File: src/rtl/ls166_pkg.sv
// Shared constants for the ls166 parallel-in/serial-out shift register.
package ls166_pkg;
  localparam int LS166_WIDTH = 8;

  localparam logic MODE_LOAD  = 1'b0;
  localparam logic MODE_SHIFT = 1'b1;

  typedef logic [LS166_WIDTH-1:0] ls166_word_t;
endpackage

File: src/rtl/ls166_cell.sv
// One ls166 stage: parallel/upstream 2:1 mux into a flop with async clear and hold.
module ls166_cell
  import ls166_pkg::*;
(
  input  logic clk,
  input  logic _clr,
  input  logic hold,
  input  logic sh_ld,
  input  logic par,
  input  logic up,
  output logic q
);

  logic nxt;

  assign nxt = (sh_ld == MODE_SHIFT) ? up : par;

  // Inhibit is a hold enable on the flop, never a gated clock.
  always_ff @(posedge clk or negedge _clr) begin
    if (!_clr)
      q <= 1'b0;
    else if (!hold)
      q <= nxt;
  end

endmodule

File: src/rtl/ls166.sv
// Behavioural 74LS166 8-bit PISO shift register (s[7]=A ... s[0]=H).
// Optional macro LS166_TAP_EN exports all stage states on q.
module ls166
  import ls166_pkg::*;
(
  input  logic                   clk,
  input  logic                   _clr,
  input  logic                   clk_inh,
  input  logic                   sh_ld,
  input  logic                   ser,
  input  logic [LS166_WIDTH-1:0] d,
  output logic                   qh
`ifdef LS166_TAP_EN
  ,
  output logic [LS166_WIDTH-1:0] q
`endif
);

  ls166_word_t s;
  ls166_word_t up;

  // Stage A takes ser; every other stage takes its upstream neighbour.
  assign up = {ser, s[LS166_WIDTH-1:1]};

  for (genvar i = 0; i < LS166_WIDTH; i++) begin : g_stage
    ls166_cell u_cell (
      .clk   (clk),
      ._clr  (_clr),
      .hold  (clk_inh),
      .sh_ld (sh_ld),
      .par   (d[i]),
      .up    (up[i]),
      .q     (s[i])
    );
  end

  assign qh = s[0];

`ifdef LS166_TAP_EN
  assign q = s;
`endif

endmodule
File: config.mk
export PLATFORM = sky130hd
export DESIGN_NAME = ls166
export DESIGN_NICKNAME = d
export VERILOG_FILES = /design/src/rtl/ls166_pkg.sv /design/src/rtl/ls166_cell.sv /design/src/rtl/ls166.sv
export SDC_FILE = /design/constraint.sdc
export NUM_CORES = 1
export LEC_CHECK = 0
export CAP_MARGIN = 5
export CORE_AREA = 2 2 39 41
export CTS_CLUSTER_DIAMETER = 30
export DETAILED_ROUTE_END_ITERATION = 8
export DIE_AREA = 0 0 41 43
export SYNTH_ARGS = -nofsm -noshare
export SYNTH_HDL_FRONTEND = slang
export SYNTH_HIERARCHICAL = 1
export SYNTH_SLANG_ARGS = --single-unit
export TNS_END_PERCENT = 5
File: constraint.sdc
create_clock -name clk -period 0.8 [get_ports clk]
set_clock_uncertainty 0.1 [all_clocks]
set_input_delay 0.16 -clock clk [delete_from_list [all_inputs] [get_ports clk]]
set_output_delay 0.16 -clock clk [all_outputs]
set_load 0.005 [all_outputs]
### Word level (Yosys, flattened, before mapping)

Cells that the tools add are included.

| cells by class | value |
|---|---|
| $add $sub $neg | 0 |
| multiply operators | 0 |
| divide/modulo/power cells | 0 |
| order comparisons | 0 |
| equal/unequal tests | 0 |
| shift operators | 0 |
| mux-type cells | 8 |
| bitwise gates (word level) | 0 |
| reductions and logical operators | 0 |

Operators by type and width:

| cell | number |
|---|---|
| 2-to-1 mux 1 bit | 8 |

| word-level totals | value |
|---|---|
| register bits | 8 |
| bits in latches | 0 |
| memory bits (writable) | 0 |
| ROM bits | 0 |
| input bits | 13 |
| output and inout port bits | 1 |
| logic and storage cells | 16 |
| memories | 0 |

### Depth between registers and ports, before layout

Gate-level depths: netlist of the first run.

| logic depth | value |
|---|---|
| depth in word-level cells | 1 |
| mapped depth | 2 |
| gate-level depth less buffers | 2 |

### By module

The synthesis of the first run kept the hierarchy.

By module, submodules not included:

| module | instances | cells each | area each (µm²) | sequential area each (µm²) |
|---|---|---|---|---|
| ls166_cell | 8 | 4 | 43.8 | 25.0 |

### Worst setup path after synthesis of the first run

No wires, ideal clock.

| timing | value |
|---|---|
| path kind | reg2reg |
| start | register g_stage[1].u_cell.q |
| end | register g_stage[0].u_cell.q |
| library setup time | 0.121 ns |
| arrival time | 0.532 ns |
| data required time | 0.579 ns |
| path slack | 0.048 ns |
| cell stages (with the launch flop) | 3 |
| buffers on the path | 0 |
| clock period less this slack | 0.752 ns |
| cell sequence | dfrtp_1 > mux2i_1 > o21ai_1 |

| on the way | value |
|---|---|
| cells in the longest elaborated chain, start to end | 1 |

Ends and longest elaborated chain:

| what | line | source |
|---|---|---|
| start: declaration | ls166_cell.sv:11 | `output logic q` |
| start signal: assignment | ls166_cell.sv:23 | `q <= nxt;` |
| 2-to-1 mux 1 bit | ls166_cell.sv:16 | `assign nxt = (sh_ld == MODE_SHIFT) ? up : par;` |
| end signal: assignment | ls166_cell.sv:23 |  |
| end: declaration | ls166_cell.sv:11 |  |

No other way between the ends.
A chain may end at the register's enable or synchronous reset.

### Worst setup path in the final report of the first run

| timing | value |
|---|---|
| start | register g_stage[0].u_cell.q |
| end | output port qh |

RTL lines:

| what | line | source |
|---|---|---|
| end: declaration | ls166.sv:12 | `output logic qh` |

No word-level cell between the ends.

==> metrics.cfg, run 1 <==
[drt]
vias_per_cell = 4.31
firstDrtPassIters = 1
drtIter0Drc = 0
via_count = 293
wirelength_um = 708
final_antenna_net_count = 0
routedWlPerCell_um = 10.4
drc = 0

[synth]
synth-edff-count = 0
syn_area_per_cell_um2 = 10.9
synth.top_cells.by_count = dfrtp_1 (8), mux2i_1 (8), nand2_1 (8), o21ai_1 (8)
synth_ff_type = dfrtp_1
syn-instance-count = 32
ys_ff_latch = 8
syn_area_um2 = 350
syn_nets = 45
ys_types = 4
async_reset_ff_share_pct = 100
netlist_top_cells_area = dfrtp_1 (57%), mux2i_1 (23%), o21ai_1 (11%)
synth_top_area_share_pct = 57.1
yosys_warnings = 6
yosysSeqAreaShare_pct = 57.1
synth_top_area_cell = dfrtp_1

[floorplanning]
coreArea_um2 = 1380
fp.dieArea_um2 = 1760
pin_count = 14
start_util_pct = 25.3
rows = 14
fp.dieW_um = 41
die_h_um = 43

[power_and_ir_drop]
p_int_mw = 0.750
clkPwrFrac_pct = 30.2
p_sw_share_pct = 22.6
switching_power_mw = 0.219
leakagePower_nw = 0.269
combPwrFrac_pct = 20.1
p_seq_share_pct = 49.6
total_power_mw = 0.969
pwr_density_cell_nw_per_um2 = 1680
ir_drop_uv = 855

[cells_and_area]
drive_above_1_share_pct = 15.4
top_regs = g_stage.u_cell/q (8)
fin_cells = 68
final_nets = 67
largest_reg_flops = 8
diodes = 0
fin_util_pct = 41.8
final_cell_area_um2 = 578
regMostFlops = g_stage.u_cell/q
area_delta_synth_final_pct = 65.0

[global_routing]
grt_max_degree = 17
grt_overflow = 0
grt_pass1_wl_mm = 1.06
grt_pass1_vias = 263
grt_use_total_pct = 9.41
antenna_found_initial = 0

[sta]
setup_ws_ps = -200
rsz0062_at_grt = true
setup_tns_ps = -214
fmax_mhz = 1000
tightest_slew_ps = 134
whs_ps = 126
setup-violations-final = 2
relSlewSlack_pct = 90.8
slew_violations = 0
hold_viol_final = 0
period_minus_slack_ps = 1000
fin_crit_sh_pct = 125

[setup_path]
cp-end-kind = primary output
timing.rr.start = g_stage[7].u_cell/q$_DFFE_PN0N_
cp-endpoint = qh
cp_num_buf_inv = 1
path_delay_family = flip-flops
path_depth = 1
crit_fanout = 2
rr_worst_depth = 2
crit_slowest_cell = dfrtp_1
start_kind = register
crit_type = reg2out
cp_data_required_time_ps = 540
critical-path-max-stage-delay_ps = 370
reg2reg_to = g_stage[6].u_cell/q$_DFFE_PN0N_
cp_cell_sequence = buf_2
worstPathArrival_ps = 740
r2r_slack_ps = -10
cp-startpoint = g_stage[0].u_cell/q$_DFFE_PN0N_

[placement]
dp_hpwl_um = 553
io_buffers = 13
dp_cells = 65
placed_area_um2 = 556
gp_congestion = 0.681
pre_cts_ws_ps = -476

[outcome]
status = finished with violations
violations = setup timing

[min_path]
hold_path.class = in2async

[clock_network]
post_cts.repair.setup_buffers = 0
cts_root_buffer = clkbuf_4
holdBufCountCts = 0
clock_latency_ps = 250
cts_resized = 8
cts_max_level = 1
numCtsBuffers = 3
cts.sinks = 8
clk_pin_slew_worst_paths_ps = 50
clk_path_buf_depth = 2
cts_tree = done

[flow_run]
cap_violations = 0

-- cells by family (layout without fill, tap and decap cells) --
group	Yosys count	in the layout	share of synthesized area, %
compound gates	8	8	11.4
mux	8	8	22.9
flops	8	8	57.1
simple gates	8	8	8.57
buf+inv	0	20	0
-- cell type report --
type	count	area (um^2)
well taps	16	20.0
fillers	145	806
repair buffers	17	185
clock buffers	3	22.5
multi-input cells	24	150
flip-flops and latches	8	200
-- cell usage in the layout, fill, tap and decap left out --
cell type,instances
buf_12,2
clkdlybuf4s50_1,10
nand2_1,8
o21ai_1,8
dfrtp_1,8
dlygate4sd2_1,2
buf_2,1
clkbuf_4,3
mux2i_1,8
buf_6,2
-- power by group through the flow --
| stage | clock network, mW | registers [mW] | logic (mW) |
|---|---|---|---|
| floorplan | 0 | 0.483 | 0.0667 |
| CTS | 0.314 | 0.481 | 0.200 |
| finish | 0.293 | 0.481 | 0.195 |
| global placement | 0 | 0.487 | 0.204 |
| detailed placement | 0 | 0.488 | 0.205 |
| global route | 0.332 | 0.487 | 0.216 |
-- routing by layer --
metal / global-route usage [%] / vias up / part of all wire (%)
li1: - / 155 / -
met1: 10.2 / 125 / 48
met2: 13.4 / 13 / 39
met3: 6.81 / 0 / 13
met4: 4.00 / 0 / 0
met5: 0 / - / 0
-- worst min path at each step --
stage / start / end / slack (ps) / depth (start not counted)
after floorplan: _clr / g_stage[0].u_cell/q$_DFFE_PN0N_ / -240 / 0
after global placement: g_stage[0].u_cell/q$_DFFE_PN0N_ / g_stage[0].u_cell/q$_DFFE_PN0N_ / 370 / 2
after detailed placement: g_stage[0].u_cell/q$_DFFE_PN0N_ / g_stage[0].u_cell/q$_DFFE_PN0N_ / 380 / 2
after CTS: _clr / g_stage[2].u_cell/q$_DFFE_PN0N_ / 120 / 2
after global routing: _clr / g_stage[2].u_cell/q$_DFFE_PN0N_ / 130 / 2
final: _clr / g_stage[2].u_cell/q$_DFFE_PN0N_ / 130 / 2
(Power assumes the default switching activity.)
==> run 2, diff against run 1 <==
--- a/config.mk
+++ b/config.mk
@@ -8,8 +8,10 @@
 export CAP_MARGIN = 5
 export CORE_AREA = 2 2 39 41
 export CTS_CLUSTER_DIAMETER = 30
+export CTS_CLUSTER_SIZE = 28
 export DETAILED_ROUTE_END_ITERATION = 8
 export DIE_AREA = 0 0 41 43
+export HOLD_SLACK_MARGIN = 0.06
 export SYNTH_ARGS = -nofsm -noshare
 export SYNTH_HDL_FRONTEND = slang
 export SYNTH_HIERARCHICAL = 1
==> results of run 2 <==
The final DEF is identical to that of run 1; final timing and power are the same.
